[src/rtl/mem_io_ctrl_pkg.sv]
// Shared constants and types for the data-side memory/IO controller:
// IO address map, access FSM states and access targets.
package mem_io_ctrl_pkg;

  localparam logic [21:0] IO_BASE_HI = 22'h3FFFFF;
  localparam logic [31:0] LED_ADDR   = 32'hFFFFFC60;
  localparam logic [31:0] SW_ADDR    = 32'hFFFFFC70;

  typedef enum logic [1:0] {
    IDLE = 2'd0,
    WAIT = 2'd1,
    DONE = 2'd2
  } state_e;

  typedef enum logic [1:0] {
    TGT_RAM  = 2'd0,
    TGT_LED  = 2'd1,
    TGT_SW   = 2'd2,
    TGT_NONE = 2'd3
  } tgt_e;

  // IO registers match on the full byte address; everything outside the
  // top 1 KiB window is RAM.
  function automatic tgt_e decode_tgt(input logic [31:0] addr);
    if (addr[31:10] != IO_BASE_HI) return TGT_RAM;
    else if (addr == LED_ADDR)     return TGT_LED;
    else if (addr == SW_ADDR)      return TGT_SW;
    else                           return TGT_NONE;
  endfunction

endpackage

[src/rtl/mem_io_ctrl_sync2.sv]
// Two-flop synchronizer with asynchronous active-high reset for bringing
// asynchronous board inputs into the clock domain.
module mem_io_ctrl_sync2 #(
  parameter int W = 1
) (
  input  logic         clk_i,
  input  logic         rst_i,
  input  logic [W-1:0] d_i,
  output logic [W-1:0] q_o
);

  logic [W-1:0] meta_q;
  logic [W-1:0] sync_q;

  always_ff @(posedge clk_i or posedge rst_i) begin
    if (rst_i) begin
      meta_q <= '0;
      sync_q <= '0;
    end else begin
      meta_q <= d_i;
      sync_q <= meta_q;
    end
  end

  assign q_o = sync_q;

endmodule

[src/rtl/mem_io_ctrl.sv]
// Data-side memory/IO controller: steers loads/stores to data RAM or to the
// LED/switch registers and stalls the core for the duration of a load.
module mem_io_ctrl
  import mem_io_ctrl_pkg::*;
#(
  parameter int RAM_ADDR_W = 14,
  parameter int RAM_LAT    = 1,
  parameter int IO_WAIT    = 2
) (
  input  logic                  clock,
  input  logic                  reset,
  input  logic                  mem_read,
  input  logic                  mem_write,
  input  logic [31:0]           alu_result,
  input  logic [31:0]           write_data,
  output logic [31:0]           read_data,
  output logic                  stall,
  output logic                  ram_we,
  output logic [RAM_ADDR_W-1:0] ram_addr,
  output logic [31:0]           ram_wdata,
  input  logic [31:0]           ram_rdata,
  input  logic [23:0]           switch_in,
  output logic [23:0]           led_out,
  output logic [1:0]            dbg_state
);

  localparam int CNT_MAX = (RAM_LAT > IO_WAIT) ? RAM_LAT : IO_WAIT;
  localparam int CNT_W   = $clog2(CNT_MAX + 1);

  state_e                state_q, state_d;
  tgt_e                  tgt_q, tgt_d;
  tgt_e                  req_tgt;
  logic [CNT_W-1:0]      cnt_q, cnt_d;
  logic [RAM_ADDR_W-1:0] addr_q, addr_d;
  logic [31:0]           rdata_q, rdata_d;
  logic [23:0]           led_q, led_d;
  logic [23:0]           sw_sync;

  mem_io_ctrl_sync2 #(.W(24)) u_sw_sync (
    .clk_i (clock),
    .rst_i (reset),
    .d_i   (switch_in),
    .q_o   (sw_sync)
  );

  assign req_tgt = decode_tgt(alu_result);

  // A simultaneous read+write is a plain write; the read is dropped.
  always_comb begin
    state_d  = state_q;
    tgt_d    = tgt_q;
    cnt_d    = cnt_q;
    addr_d   = addr_q;
    rdata_d  = rdata_q;
    led_d    = led_q;
    stall    = 1'b0;
    ram_we   = 1'b0;
    ram_addr = addr_q;
    case (state_q)
      IDLE: begin
        ram_addr = alu_result[RAM_ADDR_W+1:2];
        if (mem_write) begin
          ram_we = (req_tgt == TGT_RAM);
          if (req_tgt == TGT_LED) led_d = write_data[23:0];
        end else if (mem_read) begin
          stall   = ~reset;
          addr_d  = alu_result[RAM_ADDR_W+1:2];
          tgt_d   = req_tgt;
          cnt_d   = (req_tgt == TGT_RAM) ? CNT_W'(RAM_LAT) : CNT_W'(IO_WAIT);
          state_d = WAIT;
        end
      end
      WAIT: begin
        stall = 1'b1;
        cnt_d = cnt_q - CNT_W'(1);
        if (cnt_q == CNT_W'(1)) begin
          case (tgt_q)
            TGT_RAM: rdata_d = ram_rdata;
            TGT_SW:  rdata_d = {8'h00, sw_sync};
            default: rdata_d = 32'h0;
          endcase
          state_d = DONE;
        end
      end
      DONE:    state_d = IDLE;
      default: state_d = IDLE;
    endcase
  end

  always_ff @(posedge clock or posedge reset) begin
    if (reset) begin
      state_q <= IDLE;
      tgt_q   <= TGT_RAM;
      cnt_q   <= '0;
      addr_q  <= '0;
      rdata_q <= '0;
      led_q   <= '0;
    end else begin
      state_q <= state_d;
      tgt_q   <= tgt_d;
      cnt_q   <= cnt_d;
      addr_q  <= addr_d;
      rdata_q <= rdata_d;
      led_q   <= led_d;
    end
  end

  assign read_data = rdata_q;
  assign led_out   = led_q;
  assign ram_wdata = write_data;
  assign dbg_state = state_q;

endmodule

[config.mk]
export PLATFORM = sky130hd
export DESIGN_NAME = mem_io_ctrl
export DESIGN_NICKNAME = d
export VERILOG_FILES = /design/src/rtl/mem_io_ctrl_pkg.sv /design/src/rtl/mem_io_ctrl_sync2.sv /design/src/rtl/mem_io_ctrl.sv
export SDC_FILE = /design/constraint.sdc
export NUM_CORES = 1
export LEC_CHECK = 0
export ABC_AREA = 1
export BUFFER_PORTS_ARGS = -buffer_cell sky130_fd_sc_hd__buf_2
export CORE_UTILIZATION = 40
export CTS_CLUSTER_SIZE = 14
export DETAILED_ROUTE_END_ITERATION = 16
export GPL_ROUTABILITY_DRIVEN = 0
export PLACE_DENSITY = 0.76
export SYNTH_ARGS = -nofsm -noshare
export SYNTH_HDL_FRONTEND = slang
export SYNTH_HIERARCHICAL = 1
export SYNTH_SLANG_ARGS = --single-unit
[constraint.sdc]
create_clock -name clock -period 3.03 [get_ports clock]
set_clock_uncertainty 0.15 [all_clocks]
set_input_delay 0.303 -clock clock [delete_from_list [all_inputs] [get_ports clock]]
set_output_delay 0.303 -clock clock [all_outputs]
set_load 0.02 [all_outputs]
==> results of run 1 <==
## where the power goes
group	internal (W)	leakage [nW]	total (W)	switching (W)
logic	0.000684	2.06	0.00187	0.00119
registers	0.00202	1.51	0.00220	0.000177
clock network	0.00125	0.277	0.00200	0.000744
## cell usage after synthesis (all sizes together), types with 2 or more instances
| master | n | area [µm²] |
|---|---|---|
| nor2 | 35 | 204 |
| dfrtp | 124 | 3100 |
| inv | 36 | 135 |
| a21oi | 5 | 25.0 |
| nand2 | 143 | 547 |
| nand4 | 2 | 18.8 |
| nand3 | 90 | 468 |
| clkbuf | 7 | 26.3 |
| o21a | 24 | 180 |
| o21ai | 36 | 180 |
| buf | 52 | 365 |
| nand3b | 2 | 15.0 |
## metal layers
metal / wire length (µm) / track usage [%]
met1: 6090 / 26.3
met4: 323 / 9.87
met5: 0 / 0
met2: 7450 / 37.0
met3: 737 / 6.33
## worst min-delay path, cell delays in order
cell	delay (ns)
buf_2	0.11
inv_2	0.06
o21ai_1	0.07
## cells by family after synthesis
kind of cell,synth area share (%)
compound gates,7.42
fa+ha+maj,0.236
buf+inv,9.95
flops,58.6
simple gates,23.8
## layout make-up
type                       count  share of cell area, %
timing repair buffer         286                   23.9
clock inverter                10                   1.53
multi-input combinational    340                   22.3
sequential                   124                   41.3
inverter                      36                   1.82
clock buffer                  22                   6.18
tap                          172                   2.87
## flip-flops by register name (all words and copies together), names as in the netlist
signal and flops:
read_data 32, addr_q 14, u_sw_sync/q_o 24, u_sw_sync/meta_q 24, led_out 24, tgt_q 2
cnt_q 2, dbg_state 2
## path summary, 6_finish.rpt
kind,startpoint,end,slack [ns],cells after the start
max,dbg_state[0]$_DFFE_PP0P_,ram_we,0.74,5
min,alu_result[2],addr_q[0]$_DFFE_PP0P_,0.01,3
max reg2reg,dbg_state[1]$_DFFE_PP0P_,read_data[17]$_DFFE_PP0P_,1.00,6
min reg2reg,u_sw_sync/meta_q[15]$_DFF_PP0_,u_sw_sync/q_o[15]$_DFF_PP0_,0.20,0
max in group asynchronous,reset,u_sw_sync/q_o[16]$_DFF_PP0_,1.59,3
min in group asynchronous,reset,read_data[30]$_DFFE_PP0P_,0.36,3
## metrics by stage
step           std cells  hold WS [ns]  area [µm²]
6_report             990        0.0144        7510
5_1_grt              990        0.0187        7510
4_1_cts              990      0.000940        7510
3_5_place_dp         890         0.185        6250
3_3_place_gp         890         0.182        6250
2_1_floorplan        559         0.181        5290
==> impl_metrics.py, run 1 <==
metrics = {
    "sta": {
        "max_freq_ghz": 0.437,
        "final-max-slew-violation-count": 0,
        "setup_viol": 0,
        "timing.slew.headroom_pct": 35.6,
        "period_needed_ns": 2.29,
        "layout_worst_path_cycle_share_pct": 75.6,
        "tightest_slew_ns": 0.966,
        "setup_slack_ns": 0.740,
        "setup_tns_ns": 0,
        "report.final.hold_viol_count": 0,
        "rsz0062_at_grt": "no",
    },
    "cts": {
        "cts_buffer_depth": 2,
        "cts-root-buf": "clkbuf_16",
        "post_cts_buffers": 0,
        "cts_tree": "done",
        "clk_pin_slew_ns": 0.06,
        "cts_max_level": 4,
        "cts_buffers": 17,
        "hold_buffers": 68,
        "cts_sinks": 124,
        "clock_latency_ns": 0.42,
        "ctsResizeCount": 0,
    },
    "global_route": {
        "grt_use_total_pct": 22.0,
        "grt_pass1_vias": 4561,
        "grt_max_degree": 58,
        "grt_overflow": 0,
        "antenna_found_initial": 0,
        "grt_pass1_wl_mm": 22.2,
    },
    "setup_path": {
        "cp.arrival_ns": 1.84,
        "worstSetupPathType": "register to output port",
        "max_stage_delay_ns": 0.41,
        "crit_buf_inv": 2,
        "endpoint_kind": "output port",
        "path_max_fanout": 29,
        "crit_chain": "nor2_2 > buf_4 > nand2_2 > nor2_1 > buf_2",
        "crit_family": "buffers and inverters",
        "cp.required_ns": 2.58,
        "slowest_stage": "dfrtp_1",
        "startpoint_type": "register",
    },
    "final_layout": {
        "multi_input_area_um2": 1680,
        "regArea_um2": 3100,
        "final_cell_mix": "buf_2, nand2_1, dfrtp_1",
        "layout-drive-gt1-share_pct": 33.9,
        "n_antenna_cell": 0,
        "final_common_cell": "buf_2",
        "nets": 930,
        "syn_to_final_growth_pct": 41.8,
        "fin_util_pct": 58.8,
        "fill_cells": 1073,
    },
    "routing": {
        "drcViolationCount": 0,
        "ant_nets": 0,
        "dr.pass1.iters": 5,
        "drt-wirelength-per-cell_um": 14.7,
        "routed_wl_mm": 14.6,
        "vias": 4640,
        "vias_per_cell": 4.69,
        "drtIter0Drc": 342,
    },
    "synth": {
        "netlist_area_um2": 5290,
        "synth-seq-cells": 124,
        "synth_ff_type": "dfrtp_1",
        "synth-async-reset-ratio_pct": 100,
        "ys_warn_count": 6,
        "synth-edff-count": 0,
        "syn_inst": 559,
        "synthDistinctLibCells": 26,
        "ys_seq_area_share_pct": 58.6,
        "syn_area_per_cell_um2": 9.47,
        "syn_nets": 684,
    },
    "pwr": {
        "p_leak_nw": 3.84,
        "peakVddDrop_mv": 0.571,
        "p_per_area_nw_per_um2": 808,
        "p_total_w": 0.00607,
    },
    "floorplan": {
        "rows": 41,
        "die-area_um2": 13700,
        "start_util_pct": 41.4,
        "core_area_um2": 12800,
        "die_w_um": 117,
        "io_pins": 230,
        "die_h_um": 117,
    },
    "placed_design": {
        "post-place-ws_ns": 0.961,
        "io_buffers": 213,
        "place_hpwl_mm": 8.82,
    },
    "status": {
        "status": "finished clean",
    },
    "job": {
        "maxCapViolCount": 0,
    },
    "hold_path": {
        "hold_path.class": "input pin to register",
    },
}
Power figures use the tool's default switching activity.
==> run 2, diff against run 1 <==
- PLACE_DENSITY: 0.76 -> 0.79
- clock period: 3.03 -> 1.95 ns (I/O delays scaled with it)
==> run 2 against run 1 <==
Compared with the run above: non-clock buffer count rose by 34; clock power rose by 53%; critical path type is now input pin to output port; design area rose by 5.8%; cell count rose by 3.5%; setup slack got worse by 0.68 ns; sequential share of layout area fell by 2.3 points; critical endpoint unchanged; combinational power rose by 80%; first-iteration DRC count fell by 0.29%.
==> impl_metrics.py, run 2 (synthesis results as in run 1) <==
metrics = {
    "final_layout": {
        "largest_register_ffs": 32,
        "syn_to_final_growth_pct": 50.1,
        "final_common_cell": "buf_2",
        "fin_util_pct": 62.2,
        "nets": 964,
        "layout-drive-gt1-share_pct": 34.5,
        "finalInstanceArea_um2": 7940,
        "final_cell_mix": "buf_2, nand2_1, dfrtp_1",
    },
    "setup_path": {
        "worstSetupPathType": "input pin to output port",
        "rrSetupSlack_ns": 0.21,
        "r2r_start": "cnt_q[1]$_DFFE_PP0P_",
        "cp.required_ns": 1.60,
        "r2r-end": "read_data[19]$_DFFE_PP0P_",
        "r2r.worst_path.cells": 7,
        "cp.arrival_ns": 1.54,
        "startpoint_type": "input pin",
        "endpoint_kind": "output port",
        "path_max_fanout": 3,
    },
    "cts": {
        "cts_buffers": 17,
        "cts-root-buf": "clkbuf_16",
        "cts_tree": "done",
        "cts_max_level": 4,
        "clock_latency_ns": 0.41,
        "cts_buffer_depth": 2,
        "clk_pin_slew_ns": 0.05,
        "cts_sinks": 124,
    },
    "sta": {
        "layout_worst_path_cycle_share_pct": 96.9,
        "timing.slew.headroom_pct": 57.9,
        "report.final.hold_viol_count": 0,
        "final-max-slew-violation-count": 0,
        "setup_tns_ns": 0,
        "rsz0062_at_grt": "yes",
        "tightest_slew_ns": 0.631,
        "setup_slack_ns": 0.0602,
        "max_freq_ghz": 0.529,
        "setup_viol": 0,
        "period_needed_ns": 1.89,
    },
    "routing": {
        "drt-wirelength-per-cell_um": 15.7,
        "vias": 5056,
        "dr.pass1.iters": 7,
        "drcViolationCount": 0,
        "drtIter0Drc": 341,
        "routed_wl_mm": 16.1,
        "vias_per_cell": 4.93,
        "ant_nets": 0,
    },
    "placed_design": {
        "place_hpwl_mm": 9.09,
        "place_area_um2": 6310,
        "io_buffers": 213,
        "post-place-ws_ns": 0.209,
    },
    "job": {
        "maxCapViolCount": 0,
    },
    "global_route": {
        "grt_overflow": 0,
        "grt_max_degree": 57,
        "antenna_found_initial": 0,
        "grt_pass1_wl_mm": 24.5,
        "grt_use_total_pct": 24.3,
        "grt_pass1_vias": 5033,
    },
    "pwr": {
        "p_per_area_nw_per_um2": 1240,
        "p_leak_nw": 4.02,
        "p_total_w": 0.00986,
        "peakVddDrop_mv": 0.898,
    },
    "floorplan": {
        "io_pins": 230,
        "die-area_um2": 13700,
        "die_h_um": 117,
        "core_area_um2": 12800,
        "rows": 41,
        "die_w_um": 117,
        "start_util_pct": 41.4,
    },
    "hold_path": {
        "hold_path.class": "input pin to register",
        "hold_end": "read_data[0]$_DFFE_PP0P_",
        "hold_path_startpoint": "ram_rdata[0]",
        "whs_path_depth": 4,
    },
    "status": {
        "status": "finished clean",
    },
}
## run 2: how the worst max path moves through the flow
stage | from | endpoint | slack, ns | depth (start not counted)
2_1_floorplan | dbg_state[0]$_DFFE_PP0P_ | ram_addr[10] | 0.23 | 5
3_3_place_gp | dbg_state[1]$_DFFE_PP0P_ | addr_q[9]$_DFFE_PP0P_ | 0.28 | 6
3_5_place_dp | dbg_state[0]$_DFFE_PP0P_ | led_out[3]$_DFFE_PP0P_ | 0.21 | 5
4_1_cts | dbg_state[0]$_DFFE_PP0P_ | ram_addr[2] | 0.01 | 6
5_1_grt | alu_result[12] | ram_we | -0.03 | 8
6_report | alu_result[11] | ram_we | 0.06 | 8
## run 2: critical path, cell delays in order
cell,delay (ns)
dlygate4sd3_1,0.53
buf_2,0.14
nand2_2,0.08
nor2_4,0.11
nand3_1,0.09
nor3_2,0.16
nor2_1,0.08
buf_2,0.16
## run 2: final cells by class
cell class / count / area [µm²]
Timing Repair Buffer: 320 / 2190
Antenna cell: 1 / 2.50
Clock inverter: 11 / 120
Fill cell: 973 / 4830
Inverter: 36 / 139
Clock buffer: 21 / 450
Sequential cell: 124 / 3100
Tap cell: 172 / 215
Multi-Input combinational cell: 340 / 1720
## run 2: timing repair
item,CTS,global route
gates cloned,1,0
pin swaps,1,1
gates resized for setup,4,18
hold endpoints to repair,187,0
endpoints found under the setup margin,15,12
buffers inserted,2,1
hold buffers,94,0
## run 2: routing by layer
metal  up-vias  GRT usage [%]  share of wire, %
met5         -              0                 0
met4         0           13.5               3.7
met3        53           6.18               5.4
met2       241           41.2                52
met1      2426           28.1                39
li1       2336              -                 -
## run 2: report_power, final
part	switching [W]	internal (W)	total, W
clock network	0.00116	0.00191	0.00307
registers	0.000294	0.00314	0.00343
logic	0.00197	0.00138	0.00336
## run 2: through the flow
stage | cells | hold WS, ns
5_1_grt | 1024 | 0.0156
3_5_place_dp | 895 | 0.123
2_1_floorplan | 559 | 0.0764
4_1_cts | 1024 | 0.00202
6_report | 1025 | 0.0120
3_3_place_gp | 895 | 0.117
